### config.mk
export PLATFORM = sky130hd
export DESIGN_NAME = stb_seq
export DESIGN_NICKNAME = d
export VERILOG_FILES = /design/src/rtl/stb_seq.sv
export SDC_FILE = /design/constraint.sdc
export NUM_CORES = 1
export LEC_CHECK = 0
export CORE_UTILIZATION = 35
export CTS_CLUSTER_DIAMETER = 30
export CTS_CLUSTER_SIZE = 25
export DETAILED_ROUTE_END_ITERATION = 8
export GPL_TIMING_DRIVEN = 0
export PLACE_DENSITY = 0.51
export SKIP_LAST_GASP = 1
export SLEW_MARGIN = 20
export SYNTH_ARGS = -nofsm -noshare
export SYNTH_HDL_FRONTEND = slang
export SYNTH_SLANG_ARGS = --single-unit
### constraint.sdc
create_clock -name clk_i -period 10.1 [get_ports clk_i]
set_clock_uncertainty 0.15 [all_clocks]
set_input_delay 2.02 -clock clk_i [delete_from_list [all_inputs] [get_ports clk_i]]
set_output_delay 2.02 -clock clk_i [all_outputs]
set_load 0.1 [all_outputs]
### src/rtl/stb_seq.sv
// Calibration sequencer for a strobe generator: kicks NMEAS period detections, checks the
// spread of each run against a tolerance, retries rejected runs and publishes the average.
module stb_seq #(
   parameter int unsigned T_CNT_WIDTH  = 32,
   parameter int unsigned LOG2_NMEAS   = 2,
   parameter int unsigned MAX_RETRY    = 3,
   parameter int unsigned KICK_TIMEOUT = 4
) (
   input  logic                   clk_i,
   input  logic                   arst_i,
   input  logic                   start_i,
   input  logic                   abort_i,
   input  logic [T_CNT_WIDTH-1:0] tol_i,
   input  logic                   gen_rdy_i,
   input  logic                   gen_err_i,
   input  logic [T_CNT_WIDTH-1:0] gen_period_i,
   output logic                   run_det_o,
   output logic                   oe_o,
   output logic                   busy_o,
   output logic                   done_o,
   output logic                   fail_o,
   output logic [T_CNT_WIDTH-1:0] period_o,
   output logic [T_CNT_WIDTH-1:0] spread_o,
   output logic [1:0]             retry_o
);

   localparam int unsigned SumW = T_CNT_WIDTH + LOG2_NMEAS;
   localparam int unsigned TmoW = $clog2(KICK_TIMEOUT + 1);
   localparam logic [TmoW-1:0] TmoLast = TmoW'(KICK_TIMEOUT - 1);
   localparam logic [1:0] RetryMax = 2'(MAX_RETRY);

   typedef enum logic [2:0] {
      StIdle, StKick, StWaitBusy, StWaitRdy, StEval, StDone, StFail
   } state_e;

   state_e                 state_q, state_d;
   logic [SumW-1:0]        sum_q, sum_d;
   logic [T_CNT_WIDTH-1:0] min_q, min_d;
   logic [T_CNT_WIDTH-1:0] max_q, max_d;
   logic [T_CNT_WIDTH-1:0] period_q, period_d;
   logic [T_CNT_WIDTH-1:0] spread_q, spread_d;
   logic [T_CNT_WIDTH-1:0] spread_now;
   logic [LOG2_NMEAS:0]    cnt_q, cnt_d;
   logic [TmoW-1:0]        tmo_q, tmo_d;
   logic [1:0]             retry_q, retry_d;
   logic                   run_det_q, run_det_d;
   logic                   oe_q, oe_d;
   logic                   busy_q, busy_d;
   logic                   done_q, done_d;
   logic                   fail_q, fail_d;
   logic                   clr_acc;
   logic                   reject;

   always_comb begin
      state_d    = state_q;
      sum_d      = sum_q;
      min_d      = min_q;
      max_d      = max_q;
      period_d   = period_q;
      spread_d   = spread_q;
      cnt_d      = cnt_q;
      tmo_d      = tmo_q;
      retry_d    = retry_q;
      clr_acc    = 1'b0;
      reject     = 1'b0;
      spread_now = max_q - min_q;

      if (abort_i) begin
         state_d = StIdle;
      end else begin
         case (state_q)
            StIdle, StDone, StFail: begin
               if (start_i) begin
                  state_d = StKick;
                  clr_acc = 1'b1;
                  retry_d = '0;
               end
            end
            StKick: begin
               state_d = StWaitBusy;
               tmo_d   = '0;
            end
            StWaitBusy: begin
               if (!gen_rdy_i) begin
                  state_d = StWaitRdy;
               end else if (tmo_q == TmoLast) begin
                  state_d = StFail;
               end else begin
                  tmo_d = tmo_q + 1'b1;
               end
            end
            StWaitRdy: begin
               // Entered only with gen_rdy_i low, so any high cycle here is the first one.
               if (gen_rdy_i) begin
                  if (gen_err_i) begin
                     reject = 1'b1;
                  end else begin
                     sum_d = sum_q + SumW'(gen_period_i);
                     if (gen_period_i < min_q) min_d = gen_period_i;
                     if (gen_period_i > max_q) max_d = gen_period_i;
                     cnt_d   = cnt_q + 1'b1;
                     state_d = cnt_d[LOG2_NMEAS] ? StEval : StKick;
                  end
               end
            end
            StEval: begin
               spread_d = spread_now;
               if (spread_now <= tol_i) begin
                  period_d = sum_q[SumW-1:LOG2_NMEAS];
                  state_d  = StDone;
               end else begin
                  reject = 1'b1;
               end
            end
            default: state_d = StIdle;
         endcase

         if (reject) begin
            if (retry_q < RetryMax) begin
               retry_d = retry_q + 1'b1;
               clr_acc = 1'b1;
               state_d = StKick;
            end else begin
               state_d = StFail;
            end
         end
      end

      if (clr_acc) begin
         sum_d = '0;
         min_d = '1;
         max_d = '0;
         cnt_d = '0;
      end

      // Outputs are registered copies of the next state's flags.
      run_det_d = (state_d == StKick);
      oe_d      = (state_d == StDone);
      done_d    = (state_d == StDone);
      fail_d    = (state_d == StFail);
      busy_d    = (state_d == StKick) || (state_d == StWaitBusy) ||
                  (state_d == StWaitRdy) || (state_d == StEval);
   end

   always_ff @(posedge clk_i or posedge arst_i) begin
      if (arst_i) begin
         state_q   <= StIdle;
         sum_q     <= '0;
         min_q     <= '0;
         max_q     <= '0;
         period_q  <= '0;
         spread_q  <= '0;
         cnt_q     <= '0;
         tmo_q     <= '0;
         retry_q   <= '0;
         run_det_q <= 1'b0;
         oe_q      <= 1'b0;
         busy_q    <= 1'b0;
         done_q    <= 1'b0;
         fail_q    <= 1'b0;
      end else begin
         state_q   <= state_d;
         sum_q     <= sum_d;
         min_q     <= min_d;
         max_q     <= max_d;
         period_q  <= period_d;
         spread_q  <= spread_d;
         cnt_q     <= cnt_d;
         tmo_q     <= tmo_d;
         retry_q   <= retry_d;
         run_det_q <= run_det_d;
         oe_q      <= oe_d;
         busy_q    <= busy_d;
         done_q    <= done_d;
         fail_q    <= fail_d;
      end
   end

   assign run_det_o = run_det_q;
   assign oe_o      = oe_q;
   assign busy_o    = busy_q;
   assign done_o    = done_q;
   assign fail_o    = fail_q;
   assign period_o  = period_q;
   assign spread_o  = spread_q;
   assign retry_o   = retry_q;

endmodule

==> After elaboration in Yosys (flattened, before gate mapping) <==
Index checks and enable logic that the tools add are counted.
W data, S select, Z words.
{ "classes": {"shifts": 0, "addsub": 5, "n_mul": 0, "bitwise_logic": 1, "reduce_logical": 16, "div": 0, "n_eq_ne": 17, "magnitude_cmp": 4, "muxes": 50} }
{ "ops": {"columns": ["operator", "count"], "rows": [
  ["$mux W32", 12],
  ["$mux W34", 5],
  ["$mux W3", 17],
  ["$add A34 B32 Y34", 1],
  ["$gt A32 B32 Y1", 1],
  ["$le A32 B32 Y1", 1],
  ["$lt A32 B32 Y1", 1],
  ["$sub A32 B32 Y32", 1],
  ["$eq A3 B3 Y1 const B", 6],
  ["$eq A3 B2 Y1 const B", 5],
  ["$pmux W3 S5", 1],
  ["$reduce_and A5 Y1", 2],
  ["$reduce_bool A2 Y1", 5],
  ["$mux W1", 9],
  ["$mux W2", 4],
  ["$reduce_and A4 Y1", 2],
  ["$add A3 B1 Y3 const B", 2],
  ["$eq A3 B1 Y1 const B", 2],
  ["$pmux W3 S2", 1],
  ["$ne A2 B1 Y1 const B", 2],
  ["$ne A2 B2 Y1 const B", 2],
  ["$logic_not A3 Y1", 1],
  ["$logic_or A1 B1 Y1", 3],
  ["$reduce_and A3 Y1", 1],
  ["other kinds (6)", 6]
]} }
{ "totals": {"mem_bits_ro": 0, "latch_bits": 0, "regBits": 177, "in_bits": 70, "output_inout_bits": 71, "mem_bits_rw": 0, "wordCells": 106, "n_memories": 0} }

==> Logic depth before layout (Yosys ltp) <==
Gate-level depths: netlist of the first run.
{ "logic_depth": {"word_depth": 11, "depth_mapped": 23, "depth_no_buf": 22} }

==> Worst setup path after synthesis of the first run <==
OpenSTA, ideal clock, no wires.
{ "synth_timing": {"kind": "register to register", "startpoint": "reg min_q[1]", "endpoint": "reg sum_q[33]", "n_path_buf": 1, "arrival_time_ps": 4520, "t_required_ps": 9812, "stages_incl_launch_ff": 22, "path_slack_ps": 5292, "period_less_slack_ps": 4808, "setup_time_ps": 138, "cell_sequence": "dfrtp_1 -> inv_1 -> ha_1 -> nor2b_1 -> o31a_1 -> o211ai_1 -> o21ai_1 -> a311oi_1 -> nor2_1 -> a311oi_1 -> or3_1 -> xnor2_1 -> ha_1 -> nand4_1 -> nor4_1 -> o31a_1 -> o211ai_1 -> a311o_1 -> buf_2 -> o31a_1 -> o21ai_1 -> o211ai_1"} }
{ "synth_via": {"elab_chain_len": 9, "word_cells_on_any_way": 13, "classes_between": "1 x add/sub; 1 x order compare; 2 x eq/ne; 6 x mux; 3 x reduce/logical"} }
{ "synth_lines": {"columns": ["element", "line", "source"], "rows": [
  ["start, declared", "38", "logic [T_CNT_WIDTH-1:0] min_q, min_d;"],
  ["start signal, assigned", "164", "min_q <= min_d;"],
  ["$sub A32 B32 Y32 *", "66", "spread_now = max_q - min_q;"],
  ["via spread_now[31]", "42", "logic [T_CNT_WIDTH-1:0] spread_now;"],
  ["$le A32 B32 Y1 *", "108", "if (spread_now <= tol_i) begin"],
  ["$mux W1 *", "108", null],
  ["$pmux W1 S2 *", "71", "case (state_q)"],
  ["$mux W1 *", "68", "if (abort_i) begin"],
  ["$mux W1 *", "118", "if (reject) begin"],
  ["$mux W1 *", "68", null],
  ["$ne A2 B1 Y1 (no source line) / $reduce_bool A2 Y1 (equally long branches)", null, null],
  ["$reduce_and A4 Y1 (no source line)", null, null],
  ["end signal, assigned", "163", "sum_q <= sum_d;"],
  ["end, declared", "37", "logic [SumW-1:0] sum_q, sum_d;"]
]} }
The timed path passes the listed nets; every way through them passes the cells marked *. The select of a mux whose other input is x is not followed.
A chain may end at the register's enable or synchronous reset.

==> Worst setup path after layout of the first run <==
{ "layout_timing": {"startpoint": "reg min_q[1]", "endpoint": "reg max_q[4]"} }
{ "layout_via": {"elab_chain_len": 9, "word_cells_on_any_way": 14, "classes_between": "1 x add/sub; 1 x order compare; 2 x eq/ne; 6 x mux; 4 x reduce/logical"} }
{ "layout_lines": {"columns": ["element", "line", "source"], "rows": [
  ["$sub A32 B32 Y32 *", "66", null],
  ["via spread_now[31]", "42", null],
  ["$le A32 B32 Y1 *", "108", null],
  ["$mux W1 *", "108", null],
  ["$pmux W1 S2 *", "71", null],
  ["$mux W1 *", "68", null],
  ["$mux W1 *", "118", null],
  ["$mux W1 *", "68", null],
  ["$ne A2 B1 Y1 (no source line) / $reduce_bool A2 Y1 (equally long branches)", null, null],
  ["$reduce_and A5 Y1 (no source line)", null, null],
  ["end signal, assigned", "165", "max_q <= max_d;"],
  ["end, declared", "39", "logic [T_CNT_WIDTH-1:0] max_q, max_d;"]
]} }
Marked as above.

==> impl_metrics.json, run 1 <==
{
  "status": "finished, violations left",
  "violations": "design-rule violations",
  "drt_first_pass_iters": 9,
  "synth.distinct_cells": 69,
  "placedCellCount": 2009,
  "die_h_um": 193,
  "drtAntennaViolNets": 0,
  "coreArea_mm2": 0.0357,
  "wl_per_cell_um": 17.5,
  "worst_hold_startpoint": "spread_o[4]$_DFFE_PP0P_",
  "cts.path.max_buffers": 2,
  "leakage_nw": 7.39,
  "die_area_mm2": 0.0372,
  "maxCapViolCount": 0,
  "cts_resized": 0,
  "grt_max_degree": 74,
  "start_kind": "flop",
  "crit_path_max_fanout": 10,
  "cts_tree": "done",
  "vdd_drop_max_v": 0.000125,
  "ios": 141,
  "synthArstFlopShare": 1.00,
  "worstPathRequired_ns": 10.26,
  "r2r_cells": 19,
  "grt_pass1_vias": 10872,
  "cts_root_buffer": "clkbuf_16",
  "cts_max_level": 4,
  "synth_common_cells": "dfrtp_1 (177), ha_1 (162), nand2_1 (121)",
  "synth-seq-cells": 177,
  "rsz0062_at_grt": "false",
  "hold_buffers": 0,
  "io_buffers": 139,
  "synth_cells": 1407,
  "vias": 10754,
  "dr.first_iter.drc_count": 537,
  "max_freq_mhz": 152,
  "grt_pass1_wl_um": 57800,
  "netlist.area_leader.share": 0.347,
  "via_per_inst": 5.27,
  "finalSetupViolCount": 0,
  "cts_setup_buffers": 0,
  "slew_viol_final": 0,
  "fp-row-count": 69,
  "die_w_um": 193,
  "crit_type": "reg -> reg",
  "end_kind": "flop",
  "clkTransAtPathRegs_ns": 0.07,
  "yosys_warnings": 0,
  "slew_headroom": 0.204,
  "track_usage": 0.201,
  "routed_wl_um": 35700,
  "clock-sinks": 177,
  "stdcell_count": 2042,
  "initial_core_util": 0.357,
  "worstHoldEndpoint": "spread_o[4]$_DFFE_PP0P_",
  "hold_path_depth": 2,
  "period_minus_slack_ns": 6.57,
  "overflow": 0,
  "finish.utilization": 0.430,
  "cts_buffers": 17,
  "drc_errors": 20,
  "finalSetupTns_ns": 0,
  "ys.flop_type": "dfrtp_1",
  "clock_latency_ns": 0.45,
  "place_ws_ns": 3.51,
  "routabilityCongestion": 0.900,
  "yosys.area.top_type": "dfrtp_1",
  "cellPowerDensity_mw_per_mm2": 114,
  "r2r-start": "min_q[1]$_DFFE_PP0P_",
  "syn_area_mm2": 0.0128,
  "drive_gt1_frac": 0.0709,
  "synth_edf_count": 0,
  "yosysSeqAreaShare": 0.347,
  "worst_r2r_endpoint": "max_q[4]$_DFFE_PP0P_",
  "layout_setup_ws_ns": 3.53,
  "antenna_found_initial": 1,
  "syn_to_final_growth_pct": 20.5,
  "cp.arrival_ns": 6.74,
  "synth_most_common_cell": "dfrtp_1",
  "hold_viol_final": 0,
  "fin_crit_sh": 0.651,
  "p_total_mw": 1.75,
  "dp_hpwl_um": 28100,
  "finish.net_count": 1801,
  "synth_area_leaders": "dfrtp_1 (35%), ha_1 (16%), mux2_2 (4.4%), o211ai_1 (4.3%), a21oi_1 (4.3%)",
  "avgSynthCellArea_um2": 9.06,
  "worstHoldPathType": "reg -> reg",
  "ff2ff_setup_slack_ns": 3.53,
  "tightest_slew_ns": 1.19,
  "syn_nets": 1641
}
[cell type report]
class | instances | area [um^2]
Antenna cell | 1 | 2.50
Fill cell | 3572 | 20400
Inverter | 110 | 420
Timing Repair Buffer | 141 | 1450
Sequential cell | 177 | 4430
Clock inverter | 15 | 160
Tap cell | 461 | 577
Clock buffer | 17 | 425
Multi-Input combinational cell | 1063 | 7670
Buffer | 57 | 238
[flip-flops by register name (all words and copies together) (netlist names)]
signal,cells
sum_q,34
max_q,32
min_q,32
period_o,32
spread_o,32
cnt_q,3
state_q,3
tmo_q,3
retry_o,2
busy_o,1
done_o,1
fail_o,1
run_det_o,1
[worst max-delay path, stage by stage, from the launching register on]
cell and delay [ns]:
dfrtp_1 0.40, inv_1 0.12, ha_1 0.24, nor2b_1 0.13, o31a_1 0.28, o211ai_1 0.32
o21ai_1 0.18, a311oi_1 0.58, nor2_1 0.18, a311oi_1 0.34, or3_1 0.20, xnor2_1 0.08
ha_1 0.31, nand4_1 0.19, nor4_1 0.58, o31a_1 0.31, o211ai_1 0.26, a31oi_1 1.02
clkbuf_1 0.46, a21oi_1 0.08
[layer usage]
| metal | track usage | share of wire | vias up |
|---|---|---|---|
| li1 | - | - | 5470 |
| met1 | 0.287 | 0.51 | 5033 |
| met2 | 0.310 | 0.43 | 213 |
| met3 | 0.0258 | 0.036 | 38 |
| met4 | 0.0712 | 0.023 | 0 |
| met5 | 0 | 0 | - |
[worst max path at each step]
stage / from / to / slack (ns) / cells after the start
after CTS: min_q[1]$_DFFE_PP0P_ / max_q[0]$_DFFE_PP0P_ / 3.46 / 19
after global routing: min_q[1]$_DFFE_PP0P_ / max_q[12]$_DFFE_PP0P_ / 3.06 / 19
after global placement: arst_i / sum_q[6]$_DFFE_PP0P_ / 0.32 / 2
final: min_q[1]$_DFFE_PP0P_ / max_q[4]$_DFFE_PP0P_ / 3.53 / 19
after floorplan: arst_i / busy_o$_DFF_PP0_ / 3.13 / 1
after detailed placement: min_q[1]$_DFFE_PP0P_ / max_q[0]$_DFFE_PP0P_ / 3.51 / 19
[cell families after synthesis]
kind of cell,after synthesis,synth area share
AO/OA/AOI/OAI,444,0.228
XOR/XNOR,51,0.0350
adder cells (fa/ha/maj),164,0.162
buffers and inverters,167,0.0510
flip-flops,177,0.347
multiplexers,51,0.0449
AND/OR/NAND/NOR,353,0.132
[placed cells by master, fill, tap and decap left out, types with 4 or more instances in the layout]
master / netlist / layout
nor2_1: 53 / 53
or3_1: 5 / 5
o21ai_1: 11 / 11
clkbuf_16: 0 / 17
buf_2: 10 / 10
o21a_1: 11 / 11
mux2_2: 50 / 50
clkinv_4: 0 / 5
nor2b_1: 16 / 16
o31a_1: 4 / 4
o21ai_0: 93 / 93
xnor2_1: 28 / 28
nand4_1: 26 / 26
o31ai_1: 8 / 8
nand2_1: 121 / 121
nor4_1: 7 / 7
xor2_1: 23 / 23
a31oi_1: 9 / 9
a22o_1: 6 / 6
o21bai_1: 5 / 5
ha_1: 162 / 162
inv_1: 110 / 109
a211o_1: 5 / 5
nand3_1: 63 / 63
dfrtp_1: 177 / 177
a211oi_1: 14 / 14
o211ai_1: 73 / 73
clkdlybuf4s50_1: 0 / 139
a21oi_1: 109 / 109
a21o_1: 57 / 57
clkbuf_1: 42 / 42
and3_1: 13 / 13
nor3_1: 23 / 23
nand2b_1: 14 / 14
[metrics by stage]
stage / cell area, um^2 / hold slack, ns
6_report: 15400 / 0.326
5_1_grt: 15400 / 0.356
4_1_cts: 15400 / 0.333
3_5_place_dp: 14800 / 0.316
3_3_place_gp: 14700 / 0.311
2_1_floorplan: 12800 / 0.308
[power breakdown]
| part | switching (mW) | internal, mW |
|---|---|---|
| registers | 0.0133 | 0.728 |
| clock network | 0.310 | 0.367 |
| logic | 0.215 | 0.116 |
| total | 0.538 | 1.21 |
Power figures use the tool's default switching activity.
==> run 2: changes to the inputs <==
PLACE_DENSITY = 0.53   (was 0.51)
clock period = 5.8 ns   (was 10.1 ns; I/O delays follow)
==> run 2 against run 1 <==
Compared with the run above:
- the flow still finishes with violations (design-rule violations)
- largest cell class unchanged
- sequential cell count is the same
- global-route usage shrank 0.48 points
- highest routed layer unchanged
- setup slack lost 3.1 ns
- sequential share of layout area shrank 0.40 points
- critical path depth grew 4
- count of clock-buffer cells in the layout grew 3
- power grew 75%
- final cell count grew 0.59%
- maximum frequency grew 22%
- sequential power grew 74%
==> impl_metrics.json, run 2 (synthesis gave the netlist of run 1 again) <==
{
  "period_minus_slack_ns": 5.41,
  "die_w_um": 193,
  "leakage_nw": 7.49,
  "cts_buffers": 17,
  "ios": 141,
  "fin_crit_sh": 0.933,
  "initial_core_util": 0.357,
  "grt_pass1_vias": 10574,
  "syn_to_final_growth_pct": 22.2,
  "finalSetupViolCount": 0,
  "p_sw_mw": 0.922,
  "dp_hpwl_um": 28200,
  "place_ws_ns": -0.761,
  "overflow": 0,
  "vias": 10861,
  "clock-sinks": 177,
  "hold_viol_final": 0,
  "place_area_mm2": 0.0148,
  "hold_buffers": 0,
  "io_buffers": 139,
  "cts_root_buffer": "clkbuf_16",
  "cts.path.max_buffers": 2,
  "wl_per_cell_um": 17.2,
  "slew_headroom": 0.316,
  "intPower_mw": 2.13,
  "largest_register_ffs": 34,
  "max_freq_mhz": 185,
  "worstHoldPathType": "reg -> reg",
  "antenna_found_initial": 0,
  "start_kind": "flop",
  "hold_ws_ns": 0.325,
  "routabilityCongestion": 0.875,
  "grt_pass1_wl_um": 56500,
  "dr.first_iter.drc_count": 523,
  "cts_tree": "done",
  "crit_type": "reg -> reg",
  "drive_gt1_frac": 0.0873,
  "track_usage": 0.197,
  "cellPowerDensity_mw_per_mm2": 196,
  "slew_viol_final": 0,
  "maxCapViolCount": 0,
  "rsz0062_at_grt": "false",
  "drt_first_pass_iters": 7,
  "nFillCells": 3565,
  "layout_common_cells": "dfrtp_1 (177), ha_1 (162), clkdlybuf4s50_1 (139)",
  "finalSetupTns_ns": 0,
  "die_h_um": 193,
  "finish.utilization": 0.436,
  "clkTransAtPathRegs_ns": 0.07,
  "violations": "design-rule violations",
  "vdd_drop_max_v": 0.000218,
  "power.share.clock": 0.387,
  "grt_max_degree": 34,
  "status": "finished, violations left",
  "cts_max_level": 4,
  "final_common_cell": "dfrtp_1",
  "end_kind": "flop",
  "die_area_mm2": 0.0372,
  "drtAntennaViolNets": 0,
  "layout_setup_ws_ns": 0.391,
  "via_per_inst": 5.29,
  "clock_latency_ns": 0.46,
  "coreArea_mm2": 0.0357,
  "regMostFlops": "sum_q",
  "crit_path_max_fanout": 10,
  "swShare": 0.302,
  "antenna_cells": 0,
  "finish.net_count": 1814,
  "seq_power_share": 0.423,
  "drc_errors": 18,
  "fp-row-count": 69,
  "p_comb_frac": 0.190,
  "routed_wl_um": 35200,
  "finish.instance_area_mm2": 0.0156,
  "tightest_slew_ns": 1.02,
  "worstPathRequired_ns": 5.97,
  "cp.arrival_ns": 5.58
}
## run 2: metrics by stage
stage | total power, mW | std cells
CTS | 3.09 | 2047
floorplan | 1.69 | 1407
global route | 3.21 | 2054
detailed placement | 1.89 | 2012
global placement | 1.88 | 2007
finish | 3.06 | 2054
## run 2: area by class of cell
cell class                      instances  area [um^2]  share of cell area
Tap cell                              461          577              0.0370
Clock inverter                         12          135             0.00867
Clock buffer                           20          457              0.0293
Inverter                              110          417              0.0267
Buffer                                 57          260              0.0167
Multi-Input combinational cell       1063         7740               0.497
Sequential cell                       177         4430               0.284
Timing Repair Buffer                  154         1570               0.101
## run 2: path summary, 6_finish.rpt
check	from	slack, ns	end	cells past startpoint
setup reg to reg	min_q[1]$_DFFE_PP0P_	0.39	sum_q[33]$_DFFE_PP0P_	23
hold / removal	spread_o[11]$_DFFE_PP0P_	0.32	spread_o[11]$_DFFE_PP0P_	2
hold reg to reg	spread_o[11]$_DFFE_PP0P_	0.32	spread_o[11]$_DFFE_PP0P_	2
max in group asynchronous	arst_i	3.65	spread_o[28]$_DFFE_PP0P_	4
setup / recovery	min_q[1]$_DFFE_PP0P_	0.39	sum_q[33]$_DFFE_PP0P_	23
min in group asynchronous	arst_i	1.00	sum_q[4]$_DFFE_PP0P_	2
## run 2: power by group through the flow
| stage | clock network [mW] | logic, mW | registers, mW |
|---|---|---|---|
| floorplan | 0 | 0.294 | 1.40 |
| global placement | 0 | 0.563 | 1.32 |
| global route | 1.27 | 0.644 | 1.30 |
| finish | 1.18 | 0.581 | 1.29 |
| CTS | 1.21 | 0.584 | 1.29 |
| detailed placement | 0 | 0.578 | 1.32 |
## run 2: critical path, cell delays in order (launching register included)
cell,delay (ns)
dfrtp_1,0.40
inv_1,0.12
ha_1,0.24
nor2b_2,0.15
o31a_1,0.33
o211ai_1,0.18
buf_4,0.17
o21ai_4,0.07
a311oi_2,0.20
buf_4,0.18
nor2_4,0.05
a311oi_2,0.27
or3_1,0.18
xnor2_1,0.08
ha_1,0.31
nand4_1,0.25
nor4_4,0.27
o31a_1,0.25
o211ai_1,0.26
a311o_1,0.42
clkbuf_4,0.21
o31a_1,0.29
o21ai_1,0.13
o211ai_1,0.10
## run 2: per-layer routing
layer / up-vias / wire [um] / global-route usage
met4: 0 / 466 / 0.0487
li1: 5499 / - / -
met1: 5132 / 17900 / 0.279
met3: 23 / 1230 / 0.0262
met5: - / 0 / 0
met2: 207 / 15700 / 0.313
## run 2: timing repair
action,CTS,global route
setup endpoints to repair,132,129
setup buffers,3,7
gates cloned,0,0
pin swaps,2,8
gates resized for setup,9,17
==> patch, RTL diff (flow settings as in run 1) <==
Reset style: synchronous (`arst_i`), changed in one clocked block.
--- a/src/rtl/stb_seq.sv
+++ b/src/rtl/stb_seq.sv
@@ -144,3 +144,3 @@
 
-   always_ff @(posedge clk_i or posedge arst_i) begin
+   always_ff @(posedge clk_i) begin
       if (arst_i) begin
Function: differs if arst_i is asserted again (counterexample within 4 cycles, from zero or initial values and one cycle with arst_i high); with arst_i held inactive, the same outputs for 10 cycles.
==> patch against run 1 <==
Count of clock-buffer cells in the layout increased by 7. Final area decreased by 4.0%. Power decreased by 2.9%. Wire length increased by 5.2%. Non-clock buffer count increased by 13. Setup slack improved by 4.3 ps. Sequential cell count unchanged. Area after synthesis decreased by 4.2%.
==> patch: results (changes against run 1) <==
Longest Clk Path Bufs 2 (unchanged); Synth Instances 1,526 (+8.5%); Adder-Cell Fraction of Synth Area 0.1693 (+0.007190); Pre-Repair DR Iteration Count 5 (-4); H-tree depth 4 (unchanged); Max Cap Violations 0 (unchanged); main area contributors after synthesis dfxtp_1 29%, ha_1 17%, a21oi_1 7.5%, nor2_1 4.1%, nand2_1 4.0%; Compound-Gate Fraction of Synth Area 0.2234 (-0.004541); peak supply drop 0.1215 mV (-3.0%); Slew headroom 0.3422 (+0.1387); FFs w/ async S/R, synth 0 (-1.000); Initial DRC Count 751 (+40%); met1 usage 0.2960 (+0.008727); initial antenna violation count 1 (unchanged); outcome complete, no violations; largest net degree at the start of global routing 17 (-77%); fill count 3,491 (-2.3%); layout cell share with drive strength beyond 1 0.04066 (-0.03023); Leak Pwr 6.147 nW (-17%); worst hold path class flop to flop; Seq/Total Area, Yosys 0.2902 (-0.05713); total CTS buffers 17 (unchanged); RD Place Congestion 0.8859 (-1.6%); first-pass GRT wire length 59.65 mm (+3.2%); Largest register FFs 34 (unchanged); Distinct cells, synth 77 (+12%); synth warn 0 (unchanged); DP Wirelength 29.59 mm (+5.2%); Mapped Nets 1,760 (+7.3%); vias in the first global route 10.85k (-0.20%); XOR/XNOR share of the synthesized area 0.03801 (+0.002988); R2R Setup Slk 3530 ps (about the same); post-place instance area 0.01418 mm² (-4.1%); Routed WL per cell 17.46 µm (-0.21%); GRT met3 Usage 0.03222 (+0.006399); largest register by flop count sum_q; post-synthesis mux area share 0.04016 (-0.004769); GRT Overall Usage 0.2146 (+0.01318); synth cell count leaders 183 x a21oi_1, 177 x dfxtp_1, 162 x ha_1, 134 x nor2_1, 131 x nand2_1; Via density 5.167 (-1.9%); Worst Path Max Fanout 10 (unchanged); worst skew pair latency 450 ps (about the same); IO buf count 139 (unchanged); met2 usage 0.3368 (+0.02637); Top FF cell, synth dfxtp_1; Nets 1,918 (+6.5%); post_cts resized 0 (unchanged); CTS clk-pin slew, worst paths 70 ps (about the same); # Post-CTS Setup Buffers 0 (unchanged); CTS Root Cell clkbuf_16
## patch: changes by cell type in the layout (fill, tap and decap cells not counted), moves of 16 or more
cell and delta:
dfrtp_1 -177, a21o_1 -16, clkbuf_1 +22, o211ai_1 -65, dfxtp_1 +177, a21oi_1 +74
mux2i_1 +48, nor2_1 +81, mux2_2 -50
## patch: power breakdown
part	leakage (nW)	internal, W	switching [W]	total [W]
clock network	0.279	0.000379	0.000300	0.000679
logic	4.44	0.000123	0.000184	0.000307
registers	1.43	0.000708	0.00000410	0.000712
## patch: per-stage QoR
step | worst slack [ps] | hold WS (ps) | util | power, W | instances
global route | 3006 | 323.7 | 0.4282 | 0.001784 | 2153
global placement | 3544 | 290.4 | 0.4113 | 0.001028 | 2120
detailed placement | 3430 | 296.1 | 0.4114 | 0.001033 | 2120
floorplan | 5331 | 281.9 | - | 0.0009250 | 1526
CTS | 3396 | 305.7 | 0.4281 | 0.001717 | 2152
finish | 3530 | 303.3 | 0.4282 | 0.001698 | 2153
## patch: final cells by class
type,count,share of cell area
repair buffers,139,0.09430
well taps,455,0.03859
diodes,1,0.0001696
clock inverters,8,0.007039
multi-input cells,1155,0.5369
inverters,122,0.03104
plain buffers,72,0.01984
flip-flops and latches,177,0.2402
clock buffers,24,0.03197
## patch: kinds of logic (layout without fill, tap and decap cells)
logic type | count (synthesis) | count (layout)
buf+inv | 194 | 365
simple gates | 459 | 459
mux | 49 | 49
fa+ha+maj | 164 | 164
compound gates | 430 | 430
xor+xnor | 53 | 53
other cells | 0 | 1
flops | 177 | 177
## patch: worst paths after layout
kind / end / cells after the start / startpoint
hold / removal: spread_o[12] / 2 / spread_o[12]
setup / recovery: min_q[21] / 22 / max_q[0]
hold reg to reg: spread_o[12] / 2 / spread_o[12]
setup reg to reg: min_q[21] / 22 / max_q[0]
## patch: critical path: stages, from the launching register on
cell,delay (ps)
dfxtp_1,340
inv_1,80
ha_1,170
inv_1,60
fa_1,420
a211oi_1,350
o211ai_1,180
a41oi_1,380
o31ai_1,230
nand3_1,120
nand2_1,190
a221oi_1,610
xnor2_1,160
ha_1,290
nand4_1,130
nor2_1,150
nand3_1,170
nor3_1,780
o41ai_1,140
nand2b_1,190
clkbuf_1,590
clkbuf_1,410
a21oi_1,110
## patch: routing by layer
metal / vias to the layer above / wire (µm)
li1: 5752 / -
met1: 5092 / 19020
met2: 236 / 16150
met3: 44 / 1532
met4: 0 / 888
met5: - / 0
